<file path="src/rtl/rd_buf_reader.sv">
// Read requester for the arbitrated sample SRAM: one byte per rd_start, ACC_CYC+3 cycles uncontended, retried on write pre-emption.
// No backpressure on rd_valid; rd_start is ignored while busy. Define RD_BUF_READER_TIMEOUT_EN to add the grant timeout and rd_err.
module rd_buf_reader #(
  parameter int AW      = 17,
  parameter int DW      = 8,
  parameter int ACC_CYC = 2
) (
  input  logic          clk,
  input  logic          rst,
  input  logic          addr_load,
  input  logic [AW-1:0] addr_in,
  input  logic          rd_start,
  output logic          rd_busy,
  output logic [DW-1:0] rd_data,
  output logic          rd_valid,
  output logic          rd_req,
  input  logic          rd_sta,
  input  logic          wr_sta,
  output logic [AW-1:0] sram_addr,
  output logic          sram_oe_n,
  input  logic [DW-1:0] sram_din
`ifdef RD_BUF_READER_TIMEOUT_EN
  ,
  output logic          rd_err
`endif
);

  localparam int CW = (ACC_CYC > 1) ? $clog2(ACC_CYC) : 1;
  localparam logic [CW-1:0] CNT_LAST = CW'(ACC_CYC - 1);

  typedef enum logic [2:0] {
    IDLE,
    REQ,
    WAIT_GNT,
    ACCESS,
    DONE
  } state_t;

  state_t        state;
  logic [AW-1:0] rd_ptr;
  logic [CW-1:0] acc_cnt;
  logic          start_pend;
`ifdef RD_BUF_READER_TIMEOUT_EN
  logic [7:0]    gnt_tmr;
`endif

  always_ff @(posedge clk or posedge rst) begin
    if (rst) begin
      state      <= IDLE;
      rd_ptr     <= '0;
      acc_cnt    <= '0;
      start_pend <= 1'b0;
      rd_busy    <= 1'b0;
      rd_data    <= '0;
      rd_valid   <= 1'b0;
      rd_req     <= 1'b0;
      sram_addr  <= '0;
      sram_oe_n  <= 1'b1;
`ifdef RD_BUF_READER_TIMEOUT_EN
      gnt_tmr    <= '0;
      rd_err     <= 1'b0;
`endif
    end else begin
      rd_valid <= 1'b0;
      rd_req   <= 1'b0;
`ifdef RD_BUF_READER_TIMEOUT_EN
      rd_err   <= 1'b0;
`endif
      case (state)
        IDLE: begin
          start_pend <= 1'b0;
          // A pointer load takes precedence and swallows any start in the same cycle
          if (addr_load) begin
            rd_ptr <= addr_in;
          end else if (rd_start || start_pend) begin
            state   <= REQ;
            rd_busy <= 1'b1;
            rd_req  <= 1'b1;
          end
        end
        REQ: begin
          state <= WAIT_GNT;
`ifdef RD_BUF_READER_TIMEOUT_EN
          gnt_tmr <= '0;
`endif
        end
        WAIT_GNT: begin
          if (rd_sta) begin
            state     <= ACCESS;
            acc_cnt   <= '0;
            sram_oe_n <= 1'b0;
            sram_addr <= rd_ptr;
`ifdef RD_BUF_READER_TIMEOUT_EN
          end else if (gnt_tmr == 8'd254) begin
            // 255th ungranted cycle: complete with a zero byte and flag the error
            state    <= DONE;
            rd_data  <= '0;
            rd_valid <= 1'b1;
            rd_err   <= 1'b1;
            rd_busy  <= 1'b0;
          end else begin
            gnt_tmr <= gnt_tmr + 8'd1;
`endif
          end
        end
        ACCESS: begin
          // A write owning the bus beats even the sampling edge; the byte is re-read
          if (wr_sta) begin
            state     <= REQ;
            rd_req    <= 1'b1;
            sram_oe_n <= 1'b1;
            acc_cnt   <= '0;
          end else if (acc_cnt == CNT_LAST) begin
            state     <= DONE;
            rd_data   <= sram_din;
            rd_valid  <= 1'b1;
            sram_oe_n <= 1'b1;
            rd_busy   <= 1'b0;
            rd_ptr    <= rd_ptr + 1'b1;
          end else begin
            acc_cnt <= acc_cnt + 1'b1;
          end
        end
        DONE: begin
          // A start arriving alongside rd_valid is carried into IDLE
          state      <= IDLE;
          start_pend <= rd_start;
        end
        default: state <= IDLE;
      endcase
    end
  end

endmodule

</file>
<file path="config.mk">
export PLATFORM = sky130hd
export DESIGN_NAME = rd_buf_reader
export DESIGN_NICKNAME = d
export VERILOG_FILES = /design/src/rtl/rd_buf_reader.sv
export SDC_FILE = /design/constraint.sdc
export NUM_CORES = 1
export LEC_CHECK = 0
export ABC_AREA = 1
export BUFFER_PORTS_ARGS = -buffer_cell sky130_fd_sc_hd__buf_2
export CAP_MARGIN = 15
export CORE_MARGIN = 2
export CORE_UTILIZATION = 48
export DETAILED_ROUTE_END_ITERATION = 8
export GPL_TIMING_DRIVEN = 0
export PLACE_DENSITY = 0.71
export SLEW_MARGIN = 10
export SYNTH_ARGS = -nofsm -noshare
export SYNTH_HDL_FRONTEND = slang
export SYNTH_SLANG_ARGS = --single-unit
export TNS_END_PERCENT = 5
</file>
<file path="constraint.sdc">
create_clock -name clk -period 1.7 [get_ports clk]
set_input_delay 0.425 -clock clk [delete_from_list [all_inputs] [get_ports clk]]
set_output_delay 0.425 -clock clk [all_outputs]
set_load 0.01 [all_outputs]
</file>
After elaboration in Yosys (flattened, before gate mapping)
Index checks and enable logic that the tools add are counted.

word-level totals
  word-level logic and storage cells = 66
  flip-flop bits (word level) = 51
  bits of input ports = 31

cells by class
  reduce and logical (&&, ||, !) cells = 12
  bitwise logic cells = 1
  muxes and demuxes = 30
  $add $sub $neg = 2
  equality and inequality tests = 11

operator list
  cell                                                 count
  2-to-1 mux 17 bit                                    3
  case mux 17 bit (2 select lines)                     1
  adder 17 x 1 -> 17 bit, second input constant        1
  2-to-1 mux 1 bit                                     15
  2-to-1 mux 3 bit                                     5
  inequality test 2 bit, second input constant         6
  case mux 3 bit (4 select lines)                      1
  case mux 1 bit (2 select lines)                      5
  AND reduction 4 bit                                  2
  equality test 3 x 2 -> 1 bit, second input constant  2
  AND reduction 3 bit                                  2
  nonzero test 2 bit                                   3
  AND reduction 5 bit                                  1
  AND reduction 2 bit                                  2
  equality test 3 x 1 -> 1 bit, second input constant  1
  equality test 3 bit, second input constant           1
  zero test 3 bit                                      1
  inequality test 3 bit, second input constant         1
  adder 1 bit, second input constant                   1
  logical OR 1 bit                                     1
  NOT 1 bit                                            1

Depth between registers and ports, before layout
Gate-level depths: netlist of run 1.

  depth in word-level cells = 4
  depth in mapped cells = 9
  mapped depth without buffers = 9

Worst setup path before layout of run 1
OpenSTA, ideal clock, no wires.

  kind = register -> register
  start point = register rd_ptr[1]
  end point = register rd_ptr[12]
  arrival = 1203 ps
  cell stages (with the launch flop) = 9
  slack = 380 ps
  path buffers = 0
  required time = 1584 ps
  path through = dfrtp_1 > ha_1 > nand3_1 > nor2_1 > nand2_1 > nand2_1 > nand3_1 > nand2_1 > nand2_1

between the ends
  longest elaborated chain between the ends = 4

ends and longest elaborated chain
  element                           line  source
  start: declaration                40    logic [AW-1:0] rd_ptr;
  start signal: assignment          74    rd_ptr <= addr_in;
  start signal: assignment          119   rd_ptr <= rd_ptr + 1'b1;
  adder 17 x 1 -> 17 bit            119
  2-to-1 mux 17 bit                 113   end else if (acc_cnt == CNT_LAST) begin
  2-to-1 mux 17 bit                 108   if (wr_sta) begin
  case mux 17 bit (2 select lines)  69    case (state)

Every way passes these cells. The select of a mux whose other input is x is not followed.
A chain may end at the register's enable or synchronous reset.

Worst setup path in the final report of run 1
Ends and elaborated chain as after synthesis.

==> summary.md, run 1 <==
| Metric | Value |
|---|---|
| Maximum vdd ir drop | 0.848 mV |
| Crit path max fanout | 5 |
| Fraction of registers with async set/reset | 100% |
| Height of the die | 77.4 um |
| H-tree lvl count | 2 |
| Dominant synthesized flop cell | dfrtp_1 |
| Critical path launch point type | flip-flop |
| Max Root-Sink Buffers | 2 |
| # fillers | 490 |
| Drt drc | 0 |
| Worst r2r src | rd_ptr[1] |
| CP Launch Point | rd_ptr[1] |
| Row cnt | 26 |
| Cts hold-fix bufs | 0 |
| Post-Syn Nets | 377 |
| Yosys reg bits | 51 |
| Worst slew margin | 56.0% |
| Pre-antenna DRT Iters | 4 |
| Logic pwr share | 45.6% |
| Vias per Instance | 4.92 |
| Setup CP Type | flip-flop to flip-flop |
| Die X | 77.4 um |
| Drt total wl | 6190 um |
| I/O pin count | 60 |
| DRT iter0 DRCs | 147 |
| Root buffer cell | clkbuf_8 |
| Total Die Area | 5990 um^2 |
| Layout area overhead | 21.4% |
| Ys Warns | 0 |
| Mapped Area | 2590 um^2 |
| Total CTS buffers | 5 |
| Commonest non-fill, non-tap cell in the layout | nand2_1 |
| Final Hold Fails | 0 |
| Worst hold path type | input port to async pin |
| WHS | 0.194 ns |
| Internal Pwr Total | 3.38 mW |
| Register area | 1280 um^2 |
| Post-synth EDFFs | 0 |
| Post-CTS Setup Repair Bufs | 0 |
| PnR worst setup slack | 0.169 ns |
| Nature of the critical path endpoint | flip-flop |
| Most frequent cells in the layout | nand2_1 (113), buf_2 (63), dfrtp_1 (50) |
| Clock latency on the worst-skew pair | 0.31 ns |
| Total negative setup slack | 0 ns |
| Total track usage | 22.8% |
| Clk_skew | 0.00952 ns |
| Final setup vio count | 0 |
| Congestion Overflow GR | 0 |
| Pwr Density | 1860 nW/um^2 |
| Fin crit period | 1.53 ns |
| Max Transition Viols Final | 0 |
| Total core area | 5140 um^2 |
| Flop2flop setup slack | 0.17 ns |
| Status | finished clean |
| Seq/Total Area, Yosys | 49.4% |
| First-pass GRT wire length | 10,900 um |
| Diodes inserted | 0 |
| Final nets | 444 |
| Routability Congestion | 0.893 |
| TritonCTS clock tree | yes |
| Worst Tran Pin Value | 0.658 ns |
| Port Buffer Count | 59 |
| WL/cell | 12.8 um |
| Initial core utilization | 50.3% |
| Tcrit/Tclk final | 90.1% |
| Fraction of layout cells with a size suffix above 1 | 24.0% |
| Cells after Synth | 345 |
| Setup repair after global routing missed its margin | false |
| Gates resized, CTS repair | 0 |
| Multi-input logic area | 1110 um^2 |
| Clock Power Share | 17.1% |
| Psw | 2.45 mW |
| Hpwl dp | 4510 um |
| Final ANT Viol Nets | 0 |
| Max Cap Violations | 0 |
| Flop pwr share | 37.3% |
| Data arrival, critical path | 1.74 ns |
| Sw Share | 42.1% |
| CP required | 1.91 ns |
| # clock sinks | 51 |
| Pleak | 1.66 nW |
| Synth unique cells | 27 |
| Vias post-DR | 2,375 |
| Post-place setup slack | 0.112 ns |
| Vias in the first global route | 2,412 |
| Worst-path clk slew | 0.10 ns |
| Initial antenna violation count | 0 |
| Max Freq | 653 MHz |
| Largest net degree at the start of global routing | 30 |
| Syn Area/Cell | 7.50 um^2 |
[layout make-up]
| class | count | area share (%) |
|---|---|---|
| flip-flops and latches | 51 | 40.7 |
| multi-input cells | 247 | 35.3 |
| repair buffers | 60 | 10.3 |
| inverters | 35 | 4.18 |
| well taps | 70 | 2.79 |
| plain buffers | 12 | 2.43 |
| clock buffers | 5 | 2.19 |
| clock inverters | 3 | 2.15 |
[critical path: stages (launching register included)]
cell and delay (ns):
dfrtp_1 0.42, ha_2 0.25, nand3_1 0.16, nor2_2 0.29, nand2_1 0.09, nand2_1 0.07
nand3_1 0.06, nand2_1 0.06, nand2_1 0.04
[stage by stage]
step	power, mW	instances	area, um^2	util, %
2_1_floorplan	4.00	345	2590	-
3_3_place_gp	4.76	474	2970	57.8
3_5_place_dp	4.85	475	3000	58.3
4_1_cts	5.86	483	3130	61.0
5_1_grt	6.37	483	3140	61.1
6_report	5.83	483	3140	61.1
[synthesized netlist by cell type (all sizes together) (3+ instances only)]
cell type    n  area share (%)
a21oi        9             1.9
or2          3            0.73
nand4        4            0.97
nand3       24             4.6
nor2        47             7.3
dfrtp       50              48
inv         35             5.1
buf          9             2.5
nand2      119              18
o21ai       36             7.0
clkbuf       3            0.44
[per-layer routing]
layer  wire length (um)  up-vias  track usage, %
li1                   -     1215               -
met1               2860     1109            30.3
met2               3020       44            37.5
met3                235        7            4.19
met4                 72        0            8.21
met5                  0        -               0
[power by group through the flow]
stage	logic (mW)	clock network [mW]	registers, mW
2_1_floorplan	1.72	0	2.28
3_3_place_gp	2.59	0	2.17
3_5_place_dp	2.66	0	2.19
4_1_cts	2.67	1.02	2.16
5_1_grt	3.05	1.07	2.25
6_report	2.66	0.994	2.17
[final timing paths]
path	depth (start not counted)	to
worst max register to register	8	rd_ptr[12]
max in group asynchronous	3	sram_oe_n
worst min-delay path	2	rd_data[3]
worst min register to register	2	rd_data[7]
min in group clk	3	rd_data[6]
worst max-delay path	8	rd_ptr[12]
[state kept, by name, indices dropped and copies added (netlist names)]
signal / cells
start_pend: 1
rd_req: 1
rd_valid: 1
state: 3
sram_addr: 17
rd_data: 8
acc_cnt: 1
rd_ptr: 17
sram_oe_n: 1
rd_busy: 1
[logic make-up (layout without fill, tap and decap cells)]
logic type                 count (synthesis)  after routing  synth area share, %
and+or+nand+nor                          198            198                 32.2
buffers and inverters                     47            115                 8.03
DFF                                       51             51                 49.4
adders and majority gates                  1              1                0.483
AOI/OAI and AO/OA                         47             47                 9.62
xor gates and xnor gates                   1              1                0.339
Note: power is estimated with default switching activity, not from simulation.
==> run 2: changes to the inputs <==
--- a/config.mk
+++ b/config.mk
@@ -6,10 +6,11 @@
 export NUM_CORES = 1
 export LEC_CHECK = 0
 export ABC_AREA = 1
-export BUFFER_PORTS_ARGS = -buffer_cell sky130_fd_sc_hd__buf_2
+export BUFFER_PORTS_ARGS = -buffer_cell sky130_fd_sc_hd__buf_4
 export CAP_MARGIN = 15
 export CORE_MARGIN = 2
 export CORE_UTILIZATION = 48
+export CTS_CLUSTER_SIZE = 24
 export DETAILED_ROUTE_END_ITERATION = 8
 export GPL_TIMING_DRIVEN = 0
 export PLACE_DENSITY = 0.71
==> summary.md, run 2 (same netlist as run 1, synthesis figures left out) <==
| Metric | Value |
|---|---|
| Die X | 77.4 um (unchanged) |
| Max Freq | 640 MHz (was 653 MHz) |
| Critical path launch point type | flip-flop (unchanged) |
| Register area | 1280 um^2 (unchanged) |
| Setup CP Type | flip-flop to flip-flop (unchanged) |
| Largest net degree at the start of global routing | 30 (unchanged) |
| Pleak | 1.68 nW (was 1.66 nW) |
| CP top delay family | buffers and inverters (was simple AND/OR/NAND/NOR gates) |
| PnR worst setup slack | 0.138 ns (was 0.169 ns) |
| Total core area | 5140 um^2 (unchanged) |
| Pwr Density | 1790 nW/um^2 (was 1860 nW/um^2) |
| Data arrival, critical path | 1.74 ns (about the same) |
| Regs by FF count | rd_ptr (17), sram_addr (17), rd_data (8) (unchanged) |
| Routability Congestion | 0.887 (was 0.893) |
| Final nets | 444 (unchanged) |
| Commonest non-fill, non-tap cell in the layout | nand2_1 (unchanged) |
| CP bufs+invs | 1 (was 0) |
| Dpl cells | 475 (unchanged) |
| Post-place setup slack | 0.138 ns (was 0.112 ns) |
| Drt total wl | 6250 um (was 6190 um) |
| Vias per Instance | 5.03 (was 4.92) |
| Initial antenna violation count | 0 (unchanged) |
| Max Cap Violations | 0 (unchanged) |
| Layout area overhead | 25.5% (was 21.4%) |
| Final setup vio count | 0 (unchanged) |
| Worst Tran Pin Value | 0.581 ns (was 0.658 ns) |
| WHS | 0.145 ns (was 0.194 ns) |
| Crit path cell chain | nor3b_2, nand2_2, clkbuf_1, o21ai_0 (was ha_2, nand3_1, nor2_2, nand2_1, nand2_1, nand3_1, nand2_1, nand2_1) |
| Row cnt | 26 (unchanged) |
| Height of the die | 77.4 um (unchanged) |
| Tcrit/Tclk final | 91.9% (was 90.1%) |
| Status | finished clean (unchanged) |
| # fillers | 497 (was 490) |
| Clk_skew | 0.00968 ns (was 0.00952 ns) |
| Gates resized, CTS repair | 0 (unchanged) |
| Max Transition Viols Final | 0 (unchanged) |
| Nature of the critical path endpoint | flip-flop (unchanged) |
| Total CTS buffers | 5 (unchanged) |
| Fraction of layout cells with a size suffix above 1 | 23.7% (was 24.0%) |
| Hpwl dp | 4530 um (was 4510 um) |
| # clock sinks | 51 (unchanged) |
| Post-CTS Setup Repair Bufs | 0 (unchanged) |
| Drt drc | 0 (unchanged) |
| CP max stage delay | 0.48 ns (was 0.42 ns) |
| Cts hold-fix bufs | 0 (unchanged) |
| Most frequent cells in the layout | nand2_1 (113), buf_4 (62), dfrtp_1 (50) (was nand2_1 (113), buf_2 (63), dfrtp_1 (50)) |
| Total track usage | 22.5% (was 22.8%) |
| Congestion Overflow GR | 0 (unchanged) |
| Pre-antenna DRT Iters | 5 (was 4) |
| I/O pin count | 60 (unchanged) |
| Total Die Area | 5990 um^2 (unchanged) |
| TritonCTS clock tree | yes (unchanged) |
| WL/cell | 12.9 um (was 12.8 um) |
| Fin cells | 483 (unchanged) |
| CP required | 1.87 ns (was 1.91 ns) |
| Worst hold path type | input port to async pin (unchanged) |
| Port Buffer Count | 59 (unchanged) |
| Root buffer cell | clkbuf_8 (unchanged) |
| Diodes inserted | 0 (unchanged) |
| Max Root-Sink Buffers | 2 (unchanged) |
| Total power | 5.81 mW (was 5.83 mW) |
| Initial core utilization | 50.3% (unchanged) |
| CP max stage cell | clkbuf_1 (was dfrtp_1) |
| Vias post-DR | 2,428 (was 2,375) |
| Clock latency on the worst-skew pair | 0.31 ns (about the same) |
| DRT iter0 DRCs | 194 (was 147) |
| Crit path max fanout | 10 (was 5) |
| Worst-path clk slew | 0.09 ns (was 0.10 ns) |
| H-tree lvl count | 2 (unchanged) |
| Final Hold Fails | 0 (unchanged) |
| First-pass GRT wire length | 10,800 um (was 10,900 um) |
| Vias in the first global route | 2,346 (was 2,412) |
| Worst slew margin | 61.3% (was 56.0%) |
| Final ANT Viol Nets | 0 (unchanged) |
| Maximum vdd ir drop | 0.858 mV (was 0.848 mV) |
| Setup repair after global routing missed its margin | false (unchanged) |
| Fin crit period | 1.56 ns (was 1.53 ns) |
| Multi-input logic area | 1110 um^2 (about the same) |
run 2: path summary, 6_finish.rpt:
| check | start | endpoint | depth (start not counted) | slack, ns |
|---|---|---|---|---|
| worst max-delay path | state[1] | sram_addr[15] | 4 | 0.14 |
| max in group asynchronous | rst | sram_oe_n | 3 | 0.95 |
| worst min-delay path | rst | rd_data[3] | 2 | 0.15 |
| worst max register to register | state[1] | sram_addr[15] | 4 | 0.14 |
| worst min register to register | sram_addr[3] | sram_addr[3] | 2 | 0.49 |
| min in group clk | sram_din[4] | rd_data[4] | 3 | 0.30 |
run 2: worst reg2reg max path, stage by stage (launching register included):
cell      delay, ns
dfrtp_1        0.42
nor3b_2        0.18
nand2_2        0.17
clkbuf_1       0.48
o21ai_0        0.17
run 2: final cells by class:
cell class                 count  area share (%)
clock buffer                   7            2.97
tap                           70            2.70
sequential                    51            39.3
multi-input combinational    247            34.1
inverter                      35            4.05
clock inverter                 1           0.231
timing repair buffer          60            14.3
buffer                        12            2.35
run 2: metal layers:
metal,GRT usage (%),share of wire (%),vias to the layer above,routed length (um)
li1,-,-,1215,-
met3,4.77,5.3,12,330
met5,0,0,-,0
met1,30.0,45,1126,2830
met4,8.21,1.8,0,112
met2,36.4,48,75,2980
run 2: power breakdown:
| part | internal (mW) | switching [mW] |
|---|---|---|
| clock network | 0.371 | 0.411 |
| logic | 1.18 | 1.66 |
| registers | 1.78 | 0.409 |
| total | 3.33 | 2.48 |
run 2: stage by stage:
step           utilization [%]  setup TNS (ns)  area [um^2]
5_1_grt                   63.2               0         3250
3_3_place_gp              60.7          -33.93         3120
6_report                  63.2               0         3250
3_5_place_dp              61.1               0         3140
4_1_cts                   63.1               0         3240
2_1_floorplan                -               0         2590
